<file path="src/rtl/shift_serializer_pkg.sv">
// shift_serializer_pkg: shared FSM state encoding and direction constants for the serializer.
package shift_serializer_pkg;
  typedef enum logic {IDLE = 1'b0, SHIFT = 1'b1} state_t;
  localparam logic DIR_MSB_FIRST = 1'b0;
  localparam logic DIR_LSB_FIRST = 1'b1;
endpackage

</file>
<file path="src/rtl/shift_hold_buffer.sv">
// shift_hold_buffer: one-entry word+direction register with a full flag.
module shift_hold_buffer
  import shift_serializer_pkg::*;
#(
  parameter int WIDTH = 8
) (
  input  logic             clk,
  input  logic             reset,
  input  logic             wr,
  input  logic             rd,
  input  logic [WIDTH-1:0] wr_data,
  input  logic             wr_dir,
  output logic             full,
  output logic [WIDTH-1:0] q_data,
  output logic             q_dir
);
  always_ff @(posedge clk or negedge reset) begin
    if (!reset) begin
      full   <= 1'b0;
      q_data <= '0;
      q_dir  <= DIR_MSB_FIRST;
    end else begin
      full <= wr | (full & ~rd);
      if (wr) begin
        q_data <= wr_data;
        q_dir  <= wr_dir;
      end
    end
  end
endmodule

</file>
<file path="src/rtl/shift_serializer.sv">
// shift_serializer: parallel-to-serial shifter with a one-word hold buffer for gapless streaming.
module shift_serializer
  import shift_serializer_pkg::*;
#(
  parameter int WIDTH = 8
) (
  input  logic             clk,
  input  logic             reset,
  input  logic             enable,
  input  logic             direction,
  input  logic             in_valid,
  output logic             in_ready,
  input  logic [WIDTH-1:0] in_data,
  output logic             ser_out,
  output logic             ser_valid,
  output logic             ser_first,
  output logic             ser_last,
  output logic             busy
);
  localparam int CW = $clog2(WIDTH);
  state_t           state;
  logic [WIDTH-1:0] sh;
  logic             dir_q;
  logic [CW-1:0]    cnt;
  logic             hold_full, hold_dir;
  logic [WIDTH-1:0] hold_data;
  logic             accept, last_edge, reload, hold_rd, hold_wr;
  assign accept    = in_valid && in_ready;
  assign last_edge = (state == SHIFT) && enable && (cnt == CW'(WIDTH - 1));
  // A new word may enter the shifter only when it is idle or finishing its last bit.
  assign reload    = (state == IDLE) || last_edge;
  assign hold_rd   = hold_full && reload;
  assign hold_wr   = accept && !reload;
  shift_hold_buffer #(.WIDTH(WIDTH)) u_hold (
    .clk     (clk),
    .reset   (reset),
    .wr      (hold_wr),
    .rd      (hold_rd),
    .wr_data (in_data),
    .wr_dir  (direction),
    .full    (hold_full),
    .q_data  (hold_data),
    .q_dir   (hold_dir)
  );
  always_ff @(posedge clk or negedge reset) begin
    if (!reset) begin
      state <= IDLE;
      sh    <= '0;
      dir_q <= DIR_MSB_FIRST;
      cnt   <= '0;
    end else if (hold_rd) begin
      state <= SHIFT;
      sh    <= hold_data;
      dir_q <= hold_dir;
      cnt   <= '0;
    end else if (accept && reload) begin
      state <= SHIFT;
      sh    <= in_data;
      dir_q <= direction;
      cnt   <= '0;
    end else if (state == SHIFT && enable) begin
      sh <= (dir_q == DIR_LSB_FIRST) ? {1'b0, sh[WIDTH-1:1]} : {sh[WIDTH-2:0], 1'b0};
      if (last_edge) state <= IDLE;
      else cnt <= cnt + CW'(1);
    end
  end
  assign ser_valid = (state == SHIFT) && enable;
  assign ser_out   = (dir_q == DIR_LSB_FIRST) ? sh[0] : sh[WIDTH-1];
  assign ser_first = ser_valid && (cnt == '0);
  assign ser_last  = ser_valid && (cnt == CW'(WIDTH - 1));
  assign in_ready  = !hold_full;
  assign busy      = (state == SHIFT) || hold_full;
endmodule

</file>
<file path="config.mk">
export PLATFORM = sky130hd
export DESIGN_NAME = shift_serializer
export DESIGN_NICKNAME = d
export VERILOG_FILES = /design/src/rtl/shift_serializer_pkg.sv /design/src/rtl/shift_hold_buffer.sv /design/src/rtl/shift_serializer.sv
export SDC_FILE = /design/constraint.sdc
export NUM_CORES = 1
export LEC_CHECK = 0
export BUFFER_PORTS_ARGS = -buffer_cell sky130_fd_sc_hd__buf_2
export CORE_MARGIN = 1.5
export CORE_UTILIZATION = 50
export CTS_BUF_LIST = sky130_fd_sc_hd__clkbuf_8 sky130_fd_sc_hd__clkbuf_16
export DETAILED_ROUTE_END_ITERATION = 16
export HOLD_SLACK_MARGIN = 0.12
export PLACE_DENSITY_LB_ADDON = 0.1
export SLEW_MARGIN = 20
export SYNTH_ARGS = -nofsm -noshare
export SYNTH_HDL_FRONTEND = slang
export SYNTH_SLANG_ARGS = --single-unit
</file>
<file path="constraint.sdc">
create_clock -name clk -period 2 [get_ports clk]
set_clock_uncertainty 0.2 [all_clocks]
set_input_delay 0.2 -clock clk [delete_from_list [all_inputs] [get_ports clk]]
set_output_delay 0.2 -clock clk [all_outputs]
set_load 0.1 [all_outputs]
</file>
Word level (Yosys, flattened, before mapping) --
Cells that the tools add are included.
Cells by class: add/subtract/negate cells 1, eq/ne operators 2, mux-type cells 15, bitwise logic cells 4, reduce and logical (&&, ||, !) cells 17
Operators by type and width (count):
- $mux 8 | 4
- $mux 3 | 4
- $logic_and 1x1->1 | 7
- $mux 1 | 7
- $reduce_bool 3->1 | 2
- $reduce_and 2->1 | 2
- $add 3x1->3 const B | 1
- $eq 3x3->1 const B | 1
- $logic_not 3->1 | 1
- $ne 3x1->1 const B | 1
- $logic_not 1->1 | 2
- $logic_or 1x1->1 | 2
- $not 1->1 | 2
- $reduce_bool 2->1 | 1
- $and 1x1->1 | 1
- $or 1x1->1 | 1
Word-level totals: flip-flop bits (word level) 23, input bits 13, output and inout bits 6, word-level logic and storage cells 46

Depth between registers and ports, before layout --
Gate-level depths: netlist of run 1.
depth after elaboration 7, mapped depth 7, mapped depth without buffers 6

Hierarchy --
From an unflattened synthesis of run 1, not the netlist that was laid out.
Second synthesis, totals: cells, all modules 142, area total of the unflattened synthesis 1427.6 um2
By module, submodules not included:
- shift_serializer | instances 1, cells each 120, area each 1018.5 um2, sequential area each 325.3 um2
- shift_hold_buffer | instances 1, cells each 22, area each 409.1 um2, sequential area each 250.2 um2

Least setup slack after synthesis of run 1 --
Ideal clock, no wire load.
path kind reg-to-output, from register state, to output port ser_first, data arrival time 2.125 ns, required time 1.600 ns, slack -0.525 ns, cell stages (with the launch flop) 4, buffers on the path 1, path through dfrtp_1 buf_4 and2_1 and3_1
On the way: cells in the longest elaborated chain, start to end 2
Ends and longest elaborated chain:
- start, declared | RTL line shift_serializer.sv:21 | state_t state;
- start signal, assigned | RTL line shift_serializer.sv:47 | state <= IDLE;
- start signal, assigned | RTL line shift_serializer.sv:52 | state <= SHIFT;
- start signal, assigned | RTL line shift_serializer.sv:57 | state <= SHIFT;
- $logic_and 1x1->1 | RTL line shift_serializer.sv:67 | assign ser_valid = (state == SHIFT) && enable;
- net ser_valid | RTL line shift_serializer.sv:15 | output logic ser_valid,
- $logic_and 1x1->1 | RTL line shift_serializer.sv:69 | assign ser_first = ser_valid && (cnt == '0);
- end, declared | RTL line shift_serializer.sv:16 | output logic ser_first,
The timed path passes the listed nets, and every way through them passes these cells.

Final worst setup path of run 1 --
from register cnt[0], to register u_hold.q_dir
On the way: cells in the longest elaborated chain, start to end 5
Ends and longest elaborated chain:
- start, declared | RTL line shift_serializer.sv:24 | logic [CW-1:0] cnt;
- start signal, assigned | RTL line shift_serializer.sv:64 | else cnt <= cnt + CW'(1);
- $eq 3x3->1 | RTL line shift_serializer.sv:29 | assign last_edge = (state == SHIFT) && enable && (cnt == CW'(WIDTH - 1));
- $logic_and 1x1->1 | RTL line shift_serializer.sv:29
- $logic_or 1x1->1 | RTL line shift_serializer.sv:31 | assign reload = (state == IDLE) || last_edge;
- $logic_not 1->1 | RTL line shift_serializer.sv:33 | assign hold_wr = accept && !reload;
- $logic_and 1x1->1 | RTL line shift_serializer.sv:33
- end signal, assigned | RTL line shift_hold_buffer.sv:26 | q_dir <= wr_dir;
- end, declared | RTL line shift_hold_buffer.sv:15 | output logic q_dir
No other way between the ends. A chain may end at the register's enable or synchronous reset.

==> results_dict.tcl, run 1 <==
set metrics [dict create \
    rows 19 \
    drt_iter0_markers 57 \
    internal_power_mw 1.18 \
    cpPeakStageDelay_ns 0.41 \
    path_class "register to register" \
    wl_mm 3.40 \
    cts-root-buf "clkbuf_8" \
    core-area_mm2 0.00271 \
    dieArea_mm2 0.00313 \
    synth_seq_cells 23 \
    synthesis.area_mm2 0.00140 \
    areaGrowthSynthToFinish_pct 25.1 \
    hold_viol 0 \
    tightest_slew_ns 0.531 \
    antenna_left 0 \
    grt_pass1_vias 1221 \
    synth_nets 163 \
    rsz0062_at_grt "true" \
    switching_share_pct 40.8 \
    synth-main-ff-cell "dfrtp_1" \
    p_per_area_mw_per_mm2 1130 \
    p_leak_nw 0.817 \
    grt_max_degree 24 \
    worstPathArrival_ns 1.87 \
    synthAdderAreaFrac_pct 2.68 \
    synth_top_family_by_area "compound AO/OA/AOI/OAI gates" \
    outcome "completed" \
    syn_inst 147 \
    ff2ff_path_depth 5 \
    clkLatencyLatePin_ns 0.27 \
    path_depth 5 \
    synth_edf_count 0 \
    setup_viol 0 \
    required_ns 1.95 \
    hpwl_mm 2.34 \
    vias 1230 \
    avgSynthCellArea_um2 9.54 \
    antenna_found_initial 0 \
    muxShareOfSynthArea_pct 10.9 \
    crit_buf_inv 0 \
    clock_power_share_pct 14.5 \
    power.total_mw 1.99 \
    synth-warning-count 0 \
    diodes 0 \
    hp-class "input port to register" \
    cp-start-kind "register" \
    slew_violations 0 \
    cts_max_path_buffers 2 \
    cts_setup_buffers 0 \
    clk_pin_slew_ns 0.08 \
    critPathMaxFanout 9 \
    dieHeight_um 56.0 \
    io_pins 19 \
    synth-simple-area-share_pct 9.19 \
    synth_compound_area_share_pct 29.1 \
    seq_power_share_pct 41.7 \
    critPathSlowestCell "dfrtp_1" \
    grtUsageTotal_pct 23.6 \
    dp_cells 197 \
    synth_seq_area_share_pct 41.0 \
    fin_cells 212 \
    max_cap_violations 0 \
    dr.pass1.iters 4 \
    grt_pass1_wl_mm 5.71 \
    worstHoldPathCells 3 \
    overflow 0 \
    cts_made_buffers 3 \
    initial_utilization_pct 51.8 \
    port_buffers 18 \
    ir_drop_uv 757 \
    post_drt_via_cell_ratio 5.80 \
    place.gp.congestion 0.818 \
    slew_headroom_pct 64.6 \
    finalCritPeriodShare_pct 96.2 \
    fmax_mhz 520 \
    comb_power_share_pct 43.8 \
    drc 0 \
    yosys.area_share.xor_xnor_pct 0 \
    htree_num_levels 1 \
    cts_tree "built" \
    synthDistinctLibCells 31 \
    fin_nets 198 \
    cp_cell_sequence "ha_1, ha_2, a21boi_2, nand2_2, mux2_1" \
    switchingPower_mw 0.810 \
    async_flop_share_pct 100 \
    cp-end-kind "register" \
    cts_sinks 23 \
    drive_gt1_share_pct 24.3 \
    final_util_pct 64.7 \
    die_x_um 56.0 \
    fin_crit_ns 1.92 \
    routedWlPerCell_um 16.1 \
    path_delay_family "adder cells" \
    regToRegSetupSlack_ns 0.08 \
]
## cell type report
| type | count | area (um^2) |
|---|---|---|
| fillers | 241 | 956 |
| clock inverters | 1 | 3.75 |
| inverters | 14 | 52.6 |
| repair buffers | 39 | 308 |
| clock buffers | 3 | 41.3 |
| well taps | 31 | 38.8 |
| multi-input cells | 101 | 734 |
| flip-flops and latches | 23 | 576 |
## power groups by stage
| stage | registers (mW) | clock network (mW) | logic (mW) |
|---|---|---|---|
| 2_1_floorplan | 0.778 | 0 | 0.674 |
| 3_3_place_gp | 0.828 | 0 | 0.820 |
| 3_5_place_dp | 0.838 | 0 | 0.849 |
| 4_1_cts | 0.828 | 0.300 | 0.874 |
| 5_1_grt | 0.857 | 0.313 | 0.966 |
| 6_report | 0.829 | 0.288 | 0.870 |
## repair_timing
| item | CTS | global route |
|---|---|---|
| endpoints found under the setup margin | 2 | 5 |
| hold endpoints to repair | 39 | 0 |
| pin swaps | 0 | 1 |
| gates resized for setup | 2 | 2 |
| hold buffers | 11 | 0 |
## cell families (layout without fill, tap and decap cells)
| group | count (synthesis) | count (layout) |
|---|---|---|
| compound gates | 57 | 57 |
| simple gates | 27 | 27 |
| buf+inv | 23 | 57 |
| mux | 14 | 14 |
| flops | 23 | 23 |
| fa+ha+maj | 3 | 3 |
## layer usage
layer | part of all wire (%) | global-route usage (%)
met1 | 44 | 29.2
met4 | 1.7 | 8.50
met5 | 0 | 0
met3 | 3.3 | 2.79
met2 | 50 | 42.2
## worst reg2reg max path, delay by kind of cell (launching register included)
family	cells	cell delay, ns
flops	1	0.41
simple gates	1	0.20
mux	1	0.38
compound gates	1	0.18
fa+ha+maj	2	0.42
## worst paths after layout
check	startpoint	endpoint
max	cnt[0]$_DFFE_PN0P_	u_hold.q_dir$_DFFE_PN0P_
min	enable	u_hold.full$_DFF_PN0_
max reg2reg	cnt[0]$_DFFE_PN0P_	u_hold.q_dir$_DFFE_PN0P_
min reg2reg	sh[0]$_DFFE_PN0P_	sh[0]$_DFFE_PN0P_
max in group asynchronous	reset	u_hold.q_data[2]$_DFFE_PN0P_
min in group asynchronous	reset	cnt[2]$_DFFE_PN0P_
## sequential cells by signal, summed over array words and instances, names as in the netlist
signal and count:
cnt 3, dir_q 1, sh 8, state 1
u_hold.full 1, u_hold.q_data 8, u_hold.q_dir 1
## placed cells by master, fill, tap and decap left out, drive strengths merged, types with 2 or more instances in the layout
master       Yosys  layout
clkbuf           1       4
inv             14      15
buf              8      27
a22o             3       3
and3             2       2
a211oi           2       2
nor2             7       7
ha               3       3
a22oi            7       7
dlygate4sd3      0      11
a21boi           2       2
a31oi            2       2
nand2           10      10
and2             2       2
o21ai           10      10
mux2i            4       4
a21oi           18      18
mux2            10      10
dfrtp           23      23
o221ai           8       8
nor2b            4       4
o31ai            3       3
## synth_stat cells, types with 4 or more instances
master | instances | share of area (%)
a21oi_1 | 18 | 6.4
a22oi_1 | 7 | 3.7
buf_2 | 5 | 1.8
dfrtp_1 | 23 | 41
inv_1 | 13 | 3.5
mux2_1 | 10 | 8.0
mux2i_1 | 4 | 2.9
nand2_1 | 9 | 2.4
nor2_1 | 7 | 1.9
nor2b_1 | 4 | 1.8
o21ai_1 | 9 | 3.2
o221ai_1 | 8 | 5.0
## through the flow
step | worst slack, ns | hold WS (ns) | setup TNS, ns | cell area [um^2]
4_1_cts | 0.0159 | 0.163 | 0 | 1750
5_1_grt | -0.00131 | 0.197 | -0.00232 | 1750
3_5_place_dp | -0.0217 | 0.0128 | -0.0293 | 1590
2_1_floorplan | 0.0575 | -0.296 | 0 | 1410
3_3_place_gp | 0.0536 | 0.00718 | 0 | 1590
6_report | 0.0766 | 0.179 | 0 | 1750
Note: power is estimated with default switching activity, not from simulation.
==> run 2, diff against run 1 <==
--- a/config.mk
+++ b/config.mk
@@ -7,7 +7,7 @@
 export LEC_CHECK = 0
 export BUFFER_PORTS_ARGS = -buffer_cell sky130_fd_sc_hd__buf_2
 export CORE_MARGIN = 1.5
-export CORE_UTILIZATION = 50
+export CORE_UTILIZATION = 40
 export CTS_BUF_LIST = sky130_fd_sc_hd__clkbuf_8 sky130_fd_sc_hd__clkbuf_16
 export DETAILED_ROUTE_END_ITERATION = 16
 export HOLD_SLACK_MARGIN = 0.12
==> run 2 against run 1 <==
Effect of this change: clock-buffer cell count did not move; critical path type unchanged; flip-flop and latch count did not move; die area grew 24%; setup slack lost 0.0076 ns; register-to-register slack about the same.
==> results_dict.tcl, run 2 (synthesis gave the netlist of run 1 again) <==
set metrics [dict create \
    outcome "completed" \
    cts_max_path_buffers 2 \
    dieHeight_um 62.2 \
    dieArea_mm2 0.00387 \
    hpwl_mm 2.42 \
    drc 0 \
    areaGrowthSynthToFinish_pct 26.2 \
    internal_power_mw 1.17 \
    vias 1217 \
    finalCritPeriodShare_pct 96.6 \
    clk_pin_slew_ns 0.09 \
    p_per_area_mw_per_mm2 1120 \
    final_common_cell "dfrtp_1" \
    io_pins 19 \
    clkLatencyLatePin_ns 0.26 \
    design_area_mm2 0.00177 \
    hp-class "input port to register" \
    routedWlPerCell_um 15.2 \
    placed_area_mm2 0.00162 \
    min_from "in_valid" \
    slew_headroom_pct 64.1 \
    tightest_slew_ns 0.538 \
    dr.pass1.iters 4 \
    antenna_found_initial 0 \
    hold_viol 0 \
    diodes 0 \
    cpPeakStageDelay_ns 0.40 \
    cts_tree "built" \
    cts-root-buf "clkbuf_8" \
    grt_pass1_wl_mm 5.91 \
    worstPathArrival_ns 1.88 \
    hold_ws_ns 0.135 \
    max_cap_violations 0 \
    fin_crit_ns 1.93 \
    place.gp.congestion 0.873 \
    grt_use_met3_pct 3.62 \
    switching_share_pct 40.6 \
    path_delay_family "compound AO/OA/AOI/OAI gates" \
    antenna_left 0 \
    slew_violations 0 \
    reg2reg_from "cnt[0]$_DFFE_PN0P_" \
    ir_drop_uv 503 \
    port_buffers 18 \
    cp_cell_sequence "ha_1, ha_2, a21bo_4, and2_1, a211oi_2, o31ai_2" \
    grt_pass1_vias 1270 \
    initial_utilization_pct 42.0 \
    cts_sinks 23 \
    rsz0062_at_grt "false" \
    drt_iter0_markers 90 \
    fin_nets 196 \
    grtUsageTotal_pct 19.0 \
    wl_mm 3.42 \
    htree_num_levels 1 \
    rows 21 \
    mostFrequentLayoutCells "dfrtp_1, a21oi_1, inv_1, buf_2" \
    clock_power_share_pct 14.5 \
    die_x_um 62.2 \
    grt_max_degree 24 \
    critPathSlowestCell "dfrtp_1" \
    post_drt_via_cell_ratio 5.41 \
    seq_power_share_pct 41.7 \
    timing.rr.end "sh[6]$_DFFE_PN0P_" \
    p_leak_nw 0.810 \
    fmax_mhz 518 \
    required_ns 1.95 \
    path_class "register to register" \
    holdPathEnd "dir_q$_DFFE_PN0P_" \
    critPathMaxFanout 8 \
    cts_made_buffers 3 \
    overflow 0 \
    regToRegSetupSlack_ns 0.07 \
    ff2ff_path_depth 6 \
    comb_power_share_pct 43.8 \
    drive_gt1_share_pct 24.0 \
    cp-start-kind "register" \
    crit_buf_inv 0 \
    grt_most_used_layer "met2" \
    worstHoldPathCells 3 \
    cp-end-kind "register" \
    setup_viol 0 \
    cts_setup_buffers 0 \
    top_regs "sh (8), u_hold.q_data (8), cnt (3)" \
    gr-usage-met2_pct 31.8 \
    switchingPower_mw 0.802 \
    met1_usage_pct 25.2 \
    core-area_mm2 0.00334 \
]
## run 2: metrics by stage
step | worst slack (ns) | TNS (ns) | power (mW) | cells | utilization (%)
2_1_floorplan | 0.0575 | 0 | 1.45 | 147 | -
3_3_place_gp | 0.0591 | 0 | 1.66 | 211 | 48.5
3_5_place_dp | -0.00432 | -0.00677 | 1.68 | 211 | 48.5
4_1_cts | 0.0389 | 0 | 1.99 | 225 | 53.0
5_1_grt | 0.0179 | 0 | 2.13 | 225 | 53.1
6_report | 0.0690 | 0 | 1.98 | 225 | 53.1
## run 2: worst reg2reg max path, delay by kind of cell (launching register included)
kind	cells	cell delay, ns
AOI/OAI and AO/OA	3	0.57
adders and majority gates	2	0.42
DFF	1	0.40
and+or+nand+nor	1	0.22
## run 2: worst max path at each step
stage | endpoint | depth (start not counted) | startpoint | slack (ns)
final | sh[6]$_DFFE_PN0P_ | 6 | cnt[0]$_DFFE_PN0P_ | 0.07
after global routing | sh[6]$_DFFE_PN0P_ | 6 | cnt[0]$_DFFE_PN0P_ | 0.02
after CTS | busy | 3 | u_hold.full$_DFF_PN0_ | 0.04
after detailed placement | sh[6]$_DFFE_PN0P_ | 7 | cnt[0]$_DFFE_PN0P_ | -0.004
after global placement | sh[6]$_DFFE_PN0P_ | 6 | cnt[0]$_DFFE_PN0P_ | 0.06
after floorplan | ser_last | 3 | cnt[0]$_DFFE_PN0P_ | 0.06
## run 2: cell type report
type / count / area [um^2]
clock buffers: 3 / 41.3
multi-input cells: 101 / 734
flip-flops and latches: 23 / 576
well taps: 46 / 57.6
repair buffers: 37 / 305
clock inverters: 1 / 3.75
fillers: 319 / 1570
inverters: 14 / 52.6
## run 2: power groups by stage
stage / Sequential, mW / Clock, mW / Combinational, mW
after floorplan: 0.778 / 0 / 0.674
final: 0.823 / 0.287 / 0.865
after global placement: 0.830 / 0 / 0.831
after detailed placement: 0.832 / 0 / 0.848
after global routing: 0.855 / 0.318 / 0.954
after CTS: 0.823 / 0.296 / 0.869
## run 2: layer usage
| layer | vias to the layer above | wire (um) |
|---|---|---|
| li1 | 595 | - |
| met1 | 581 | 1700 |
| met2 | 33 | 1530 |
| met3 | 8 | 130 |
| met4 | 0 | 65 |
| met5 | - | 0 |
## run 2: timing repair
action	4_1_cts	5_1_grt
endpoints found under the hold margin	39	0
endpoints found under the setup margin	3	1
gates resized for setup	2	1
hold buffers	10	0
